$ cat config.mk
export PLATFORM = sky130hd
export DESIGN_NAME = fifo_uart_tx
export DESIGN_NICKNAME = d
export VERILOG_FILES = /design/src/rtl/fifo_uart_tx.sv
export SDC_FILE = /design/constraint.sdc
export NUM_CORES = 1
export LEC_CHECK = 0
export CAP_MARGIN = 5
export CORE_MARGIN = 2
export CORE_UTILIZATION = 55
export CTS_BUF_LIST = sky130_fd_sc_hd__clkbuf_16
export DETAILED_ROUTE_END_ITERATION = 10
export PLACE_DENSITY = 0.77
export SKIP_LAST_GASP = 1
export SYNTH_ARGS = -nofsm -noshare
export SYNTH_HDL_FRONTEND = slang
export SYNTH_SLANG_ARGS = --single-unit
$ cat constraint.sdc
create_clock -name clk -period 3.7 [get_ports clk]
set_input_delay 0.925 -clock clk [delete_from_list [all_inputs] [get_ports clk]]
set_output_delay 0.925 -clock clk [all_outputs]
set_load 0.005 [all_outputs]
$ cat src/rtl/fifo_uart_tx.sv
// fifo_uart_tx: pops bytes from a registered-read synchronous FIFO and
// serialises each one onto a UART-style line: start bit, data LSB first,
// optional even parity, one stop bit.
//
// FIFO handshake: fifo_re is a one-cycle request issued only after the bench
// of this block has seen fifo_empty low at a clock edge while idle (or on the
// last stop-bit cycle). The FIFO answers one cycle later: fifo_data is valid
// during the cycle after fifo_re and is captured at the end of that cycle.
// fifo_re is never held for two consecutive cycles.
//
// Every output is a flop computed from the next state, so no input reaches
// an output combinationally. state_dbg exposes the FSM state for checkers.
module fifo_uart_tx #(
  parameter int CLKS_PER_BIT = 16,
  parameter int DATA_W       = 8,
  parameter int PARITY_EN    = 0
) (
  input  logic              clk,
  input  logic              rst,
  input  logic              en,
  input  logic              fifo_empty,
  input  logic [DATA_W-1:0] fifo_data,
  output logic              fifo_re,
  output logic              tx,
  output logic              busy,
  output logic              byte_done,
  output logic [2:0]        state_dbg
);

  localparam int CNT_W = (CLKS_PER_BIT > 1) ? $clog2(CLKS_PER_BIT) : 1;
  localparam int IDX_W = (DATA_W > 1) ? $clog2(DATA_W) : 1;
  localparam logic [CNT_W-1:0] CNT_LAST = CNT_W'(CLKS_PER_BIT - 1);
  localparam logic [IDX_W-1:0] IDX_LAST = IDX_W'(DATA_W - 1);

  typedef enum logic [2:0] {
    IDLE   = 3'd0,
    POP    = 3'd1,
    LOAD   = 3'd2,
    START  = 3'd3,
    DATA   = 3'd4,
    PARITY = 3'd5,
    STOP   = 3'd6
  } state_e;

  state_e            state_q, state_d;
  logic [CNT_W-1:0]  cnt_q, cnt_d;
  logic [IDX_W-1:0]  idx_q, idx_d;
  logic [DATA_W-1:0] shift_q, shift_d;
  logic              par_q, par_d;
  logic              fifo_re_q, fifo_re_d;
  logic              tx_q, tx_d;
  logic              busy_q, busy_d;
  logic              byte_done_q, byte_done_d;
  logic              bit_last;
  logic              can_start;

  assign bit_last  = (cnt_q == CNT_LAST);
  assign can_start = en && !fifo_empty;

  // Next-state, counter and shift-register logic; outputs derive from state_d.
  always_comb begin
    state_d     = state_q;
    cnt_d       = cnt_q;
    idx_d       = idx_q;
    shift_d     = shift_q;
    par_d       = par_q;
    byte_done_d = 1'b0;

    case (state_q)
      IDLE: begin
        if (can_start) state_d = POP;
      end
      POP: begin
        state_d = LOAD;
      end
      LOAD: begin
        // fifo_data is the byte requested in POP; capture it now.
        shift_d = fifo_data;
        par_d   = ^fifo_data;
        cnt_d   = '0;
        idx_d   = '0;
        state_d = START;
      end
      START: begin
        if (bit_last) begin
          cnt_d   = '0;
          state_d = DATA;
        end else begin
          cnt_d = cnt_q + CNT_W'(1);
        end
      end
      DATA: begin
        if (bit_last) begin
          cnt_d   = '0;
          shift_d = shift_q >> 1;
          if (idx_q == IDX_LAST) begin
            idx_d   = '0;
            state_d = (PARITY_EN != 0) ? PARITY : STOP;
          end else begin
            idx_d = idx_q + IDX_W'(1);
          end
        end else begin
          cnt_d = cnt_q + CNT_W'(1);
        end
      end
      PARITY: begin
        if (bit_last) begin
          cnt_d   = '0;
          state_d = STOP;
        end else begin
          cnt_d = cnt_q + CNT_W'(1);
        end
      end
      STOP: begin
        if (bit_last) begin
          cnt_d       = '0;
          byte_done_d = 1'b1;
          // Back-to-back frames go straight to POP, skipping IDLE.
          state_d     = can_start ? POP : IDLE;
        end else begin
          cnt_d = cnt_q + CNT_W'(1);
        end
      end
      default: begin
        state_d = IDLE;
      end
    endcase
  end

  // Output values for the coming cycle, decoded from the next state.
  always_comb begin
    fifo_re_d = (state_d == POP);
    busy_d    = (state_d != IDLE);
    case (state_d)
      START:   tx_d = 1'b0;
      DATA:    tx_d = shift_d[0];
      PARITY:  tx_d = par_d;
      default: tx_d = 1'b1;
    endcase
  end

  // State, datapath and output registers; reset aborts any frame at once.
  always_ff @(posedge clk or negedge rst) begin
    if (!rst) begin
      state_q     <= IDLE;
      cnt_q       <= '0;
      idx_q       <= '0;
      shift_q     <= '0;
      par_q       <= 1'b0;
      fifo_re_q   <= 1'b0;
      tx_q        <= 1'b1;
      busy_q      <= 1'b0;
      byte_done_q <= 1'b0;
    end else begin
      state_q     <= state_d;
      cnt_q       <= cnt_d;
      idx_q       <= idx_d;
      shift_q     <= shift_d;
      par_q       <= par_d;
      fifo_re_q   <= fifo_re_d;
      tx_q        <= tx_d;
      busy_q      <= busy_d;
      byte_done_q <= byte_done_d;
    end
  end

  assign fifo_re   = fifo_re_q;
  assign tx        = tx_q;
  assign busy      = busy_q;
  assign byte_done = byte_done_q;
  assign state_dbg = state_q;

endmodule

==> impl_metrics.yaml, run 1 <==
drt:
  via_per_inst: 6.077
  first_iter_violations: 36
  ant_nets: 0
  firstDrtPassIters: 4
  drc: 0
  wire_per_inst_um: 14.91
  vias: 1100
  wl_mm: 2.698
floorplanning:
  row_count: 17
  design.die.area_um2: 2761
  die_h_um: 52.55
  ioPinCount: 19
  start_util: 0.5860
  fp.dieW_um: 52.55
  coreArea_um2: 2212
clock_network:
  cts_sinks: 23
  hold_buffers: 0
  htree_levels: 1
  cts_resized: 0
  post_cts_buffers: 0
  cts_buffers: 3
  cts_tree: "built"
  insertion_delay_ns: 0.26
  cts_buffer_depth: 2
  cts-root-buf: "clkbuf_16"
  clkSlewWorstSetupHoldPaths_ns: 0.06
pwr:
  power_leakage_uw: 0.0006604
  p_per_area_nw_per_um2: 652.6
  ir_drop_uv: 368.2
  total_power_uw: 1017
layout:
  drive_gt1_frac: 0.07843
  fill_cells: 178
  synthToLayoutAreaGrowth_pct: 20.17
  stdcell_count: 181
  diodes: 0
  stdcell_area_um2: 1558
  nNetsFinal: 169
sta:
  worst_slew_pin_slew_ns: 1.027
  fin_crit_ns: 2.599
  skew_ns: 0.006019
  setup_viol: 0
  setup_tns_ns: 0
  timing.hold.ws_ns: 0.4742
  fmax_ghz: 0.3847
  rsz0062_at_grt: "no"
  slew_headroom: 0.3133
  finalCritPeriodShare: 0.7026
  hold_viol: 0
  finalMaxSlewViolations: 0
yosys:
  muxShareOfSynthArea: 0.007722
  synth_top_family_by_area: "compound AO/OA/AOI/OAI gates"
  synth_seq_area_share: 0.4450
  synthTopCellsByArea: "dfrtp_1, nand2_1, xnor2_1"
  synth_area_per_cell_um2: 9.325
  synth_area_um2: 1296
  yosys.area.top_type: "dfrtp_1"
  synth-async-reset-ratio: 1.000
  syn_inst: 139
  syn_nets: 154
  synth-simple-area-share: 0.1988
  yosys_warnings: 0
  synth_seq_cells: 23
  synth-compound-area-share: 0.2375
  yosysUniqueCellTypes: 43
  synth_top_area_frac: 0.4247
  netlist_top_cells_count: "dfrtp_1, nand2_1, o21ai_0, a21oi_1, xnor2_1"
  synth_fa_ha_area_frac: 0.02896
  synth-xor-area-share: 0.04730
  synth_edf_count: 0
  synth_ff_type: "dfrtp_1"
worst_hold_path:
  hold_path_class: "flop to flop"
grt:
  grt_max_degree: 25
  grt_usage: 0.2192
  grt_pass1_wl_mm: 4.409
  antenna_found_initial: 0
  gr-total-overflow: 0
  grt_pass1_vias: 1031
critical_path:
  max_stage_delay_ns: 0.79
  crit_path_end_kind: "output pin"
  setup.reg_to_reg.worst_slack_ns: 1.47
  slowest_stage: "dfrtp_1"
  cp_top_family: "flip-flops"
  critPathMaxFanout: 24
  worstPathArrival_ns: 1.67
  required_ns: 2.77
  critPathBufInv: 1
  cp-start-kind: "flop"
  crit_chain: "clkdlybuf4s50_1"
  worstSetupPathType: "flop to output pin"
outcome:
  status: "complete, no violations"
flow_run:
  cap_violations: 0
placement:
  dpl_cell_area_um2: 1478
  dp.cells: 177
  place_congestion: 0.7586
  portBuffers: 18
  hpwl_mm: 1.903
final timing paths:
| check | start | end | cells past startpoint |
|---|---|---|---|
| max reg2reg | state_dbg[2] | tx | 5 |
| max in group asynchronous | rst | par_q | 1 |
| min reg2reg | shift_q[4] | shift_q[4] | 2 |
| min | shift_q[4] | shift_q[4] | 2 |
| max | state_dbg[2] | state_dbg[2] | 1 |
| min in group asynchronous | rst | cnt_q[3] | 1 |
through the flow:
step	worst slack, ns	util
after global placement	1.385	0.6680
after floorplan	1.741	-
after detailed placement	1.365	0.6680
after CTS	1.128	0.7042
after global routing	1.040	0.7042
final	1.101	0.7042
layout make-up:
cell class / count / area, µm² / share of cell area
clock buffer: 3 / 75.07 / 0.04819
clock inverter: 1 / 5.005 / 0.003213
inverter: 3 / 11.26 / 0.007229
multi-input combinational: 105 / 674.4 / 0.4329
sequential: 23 / 576.8 / 0.3703
tap: 28 / 35.03 / 0.02249
timing repair buffer: 18 / 180.2 / 0.1157
power breakdown:
group | internal, µW | switching [µW] | leakage [µW]
Sequential | 339 | 96.1 | 0.000280
Clock | 145 | 87.0 | 0.0000409
Combinational | 170 | 179 | 0.000340
routing by layer:
layer | vias to the layer above | track usage | share of wire
met5 | - | 0 | 0
met3 | 6 | 0.04857 | 0.046
met4 | 0 | 0.07692 | 0.015
li1 | 529 | - | -
met1 | 534 | 0.2773 | 0.45
met2 | 31 | 0.3667 | 0.49
placed cells by master (no fill, tap or decap), types with 3 or more instances in the layout:
cell             count
o211ai_1             4
clkbuf_16            3
clkdlybuf4s50_1     18
nor3_1               4
nand2_1             22
o21ai_0             10
nor2b_1              4
dfrtp_1             22
a21oi_1              8
ha_1                 3
a22oi_1              6
xnor2_1              7
nor2_1               4
kinds of logic (layout without fill, tap and decap cells):
kind of cell               Yosys count  after routing
DFF                                 23             23
xor gates and xnor gates             7              7
AOI/OAI and AO/OA                   45             45
and+or+nand+nor                     49             49
muxes                                1              1
adders and majority gates            3              3
buffers and inverters               11             25
sequential cells by signal (all words and copies together), names as in the netlist:
register and cells:
byte_done 1, state_dbg 3, par_q 1, tx 1, fifo_re 1, busy 1
idx_q 3, shift_q 8, cnt_q 4
Power figures use the tool's default switching activity.
==> run 2: changes to the inputs <==
--- a/config.mk
+++ b/config.mk
@@ -7,10 +7,10 @@
 export LEC_CHECK = 0
 export CAP_MARGIN = 5
 export CORE_MARGIN = 2
-export CORE_UTILIZATION = 55
+export CORE_UTILIZATION = 48
 export CTS_BUF_LIST = sky130_fd_sc_hd__clkbuf_16
 export DETAILED_ROUTE_END_ITERATION = 10
-export PLACE_DENSITY = 0.77
+export PLACE_DENSITY = 0.71
 export SKIP_LAST_GASP = 1
 export SYNTH_ARGS = -nofsm -noshare
 export SYNTH_HDL_FRONTEND = slang
==> constraint.sdc (replaced) <==
create_clock -name clk -period 2.28 [get_ports clk]
set_input_delay 0.57 -clock clk [delete_from_list [all_inputs] [get_ports clk]]
set_output_delay 0.57 -clock clk [all_outputs]
set_load 0.005 [all_outputs]
==> run 2 against run 1 <==
Against the previous run:
- combinational power rose by 81%
- non-clock buffer count rose by 5
- routed wire length rose by 6.3%
- power rose by 65%
- global-route usage fell by 2.1 points
- sequential share of layout area fell by 0.93 points
- worst hold slack improved by 0.011 ns
- via count fell by 1.3%
- setup slack got worse by 0.88 ns
==> impl_metrics.yaml, run 2 (synthesized netlist as in run 1, its figures left out) <==
sta:
  skew_ns: 0.002460
  fmax_ghz: 0.4867
  timing.hold.ws_ns: 0.4848
  setup_tns_ns: 0
  setup_viol: 0
  hold_viol: 0
  finalCritPeriodShare: 0.9011
  finalMaxSlewViolations: 0
  worst_slew_pin_slew_ns: 0.6253
  slew_headroom: 0.5813
  fin_crit_ns: 2.055
  rsz0062_at_grt: "no"
layout:
  fill_cells: 203
  top_regs: "shift_q x8, cnt_q x4"
  nNetsFinal: 174
  synthToLayoutAreaGrowth_pct: 23.26
  multiInputGateArea_um2: 674.4
  diodes: 0
  stdcell_count: 188
  stdcell_area_um2: 1598
  drive_gt1_frac: 0.1076
  seqCellArea_um2: 576.8
  layout_common_cells: "nand2_1, dfrtp_1, clkdlybuf4s50_1, o21ai_0, a21oi_1"
  largest_reg_flops: 8
  final_util: 0.6334
  largest_register: "shift_q"
drt:
  firstDrtPassIters: 4
  first_iter_violations: 25
  drc: 0
  ant_nets: 0
  vias: 1086
  via_per_inst: 5.777
  wire_per_inst_um: 15.26
  wl_mm: 2.868
floorplanning:
  row_count: 18
  start_util: 0.5139
  die_h_um: 55.97
  ioPinCount: 19
  design.die.area_um2: 3132
  fp.dieW_um: 55.97
  coreArea_um2: 2522
clock_network:
  cts_buffer_depth: 2
  hold_buffers: 0
  post_cts_buffers: 0
  cts-root-buf: "clkbuf_16"
  clkSlewWorstSetupHoldPaths_ns: 0.06
  cts_tree: "built"
  cts_resized: 0
  htree_levels: 1
  cts_buffers: 3
  insertion_delay_ns: 0.26
  cts_sinks: 23
grt:
  grt_usage: 0.1980
  antenna_found_initial: 0
  grt_pass1_vias: 1067
  grt_pass1_wl_mm: 5.043
  gr-total-overflow: 0
  grt_max_degree: 23
placement:
  dp.cells: 184
  portBuffers: 18
  hpwl_mm: 2.110
  place_congestion: 0.8287
  dpl_cell_area_um2: 1518
critical_path:
  crit_path_end_kind: "flop"
  cp-start-kind: "flop"
  slowest_stage: "dfrtp_1"
  critPathMaxFanout: 9
  setup.reg_to_reg.worst_slack_ns: 0.23
  max_stage_delay_ns: 0.42
  worstPathArrival_ns: 2.24
  required_ns: 2.47
  crit_chain: "ha_1, nand3_4, or3_1, a221o_1, a211o_1, o211a_1"
  worstSetupPathType: "flop to flop"
pwr:
  power_frac_comb: 0.377
  p_per_area_nw_per_um2: 1053
  swShare: 0.3569
  ir_drop_uv: 600.7
  power_leakage_uw: 0.0006845
  p_switching_uw: 600.3
  p_seq_frac: 0.396
  intPower_uw: 1082
  clkPwrFrac: 0.228
flow_run:
  cap_violations: 0
outcome:
  status: "complete, no violations"
worst_hold_path:
  hold_path_class: "flop to flop"
run 2: changes by cell type in the layout (fill, tap and decap cells not counted):
cell   delta
buf_4     +5
run 2: cell type report:
cell class | count | area share
clock inverter | 1 | 0.003132
tap | 30 | 0.02349
timing repair buffer | 23 | 0.1363
multi-input combinational | 105 | 0.4221
inverter | 3 | 0.007048
clock buffer | 3 | 0.04699
sequential | 23 | 0.3610
run 2: stage by stage:
step                      setup slack, ns  power [µW]
after CTS                          0.2404        1691
after detailed placement           0.2491        1306
after global routing              0.09400        1810
after floorplan                    0.3208        1106
final                              0.2254        1682
after global placement             0.3154        1273
run 2: final timing paths:
kind,from,to,cells after the start
max,cnt_q[0],tx,6
min,shift_q[4],shift_q[4],2
max reg2reg,cnt_q[0],tx,6
min reg2reg,shift_q[4],shift_q[4],2
max in group asynchronous,rst,shift_q[2],2
min in group asynchronous,rst,byte_done,1
run 2: routing by layer:
layer | track usage | wire length (µm) | vias to the layer above
met5 | 0 | 0 | -
met4 | 0.07143 | 62 | 0
met3 | 0.02558 | 89 | 8
met2 | 0.3126 | 1385 | 25
met1 | 0.2785 | 1331 | 513
li1 | - | - | 540
run 2: power by group through the flow:
stage                     clock network (µW)  logic (µW)  registers [µW]
after floorplan                            0         459             647
after detailed placement                   0         636             670
after global routing                     402         724             684
after CTS                                390         637             664
final                                    383         633             665
after global placement                     0         612             661
run 2: critical path, delay by kind of cell, from the launching register on:
family,cells,cell delay [ns]
flops,1,0.42
simple gates,2,0.56
compound gates,3,0.71
fa+ha+maj,1,0.30
==> run 3: changes to the inputs <==
--- a/config.mk
+++ b/config.mk
@@ -9,6 +9,8 @@
 export CORE_MARGIN = 2
 export CORE_UTILIZATION = 48
 export CTS_BUF_LIST = sky130_fd_sc_hd__clkbuf_16
+export CTS_CLUSTER_DIAMETER = 120
+export CTS_CLUSTER_SIZE = 14
 export DETAILED_ROUTE_END_ITERATION = 10
 export PLACE_DENSITY = 0.71
 export SKIP_LAST_GASP = 1
==> results of run 3 <==
Same layout as run 2: the final DEF is identical, and so are final timing and power.
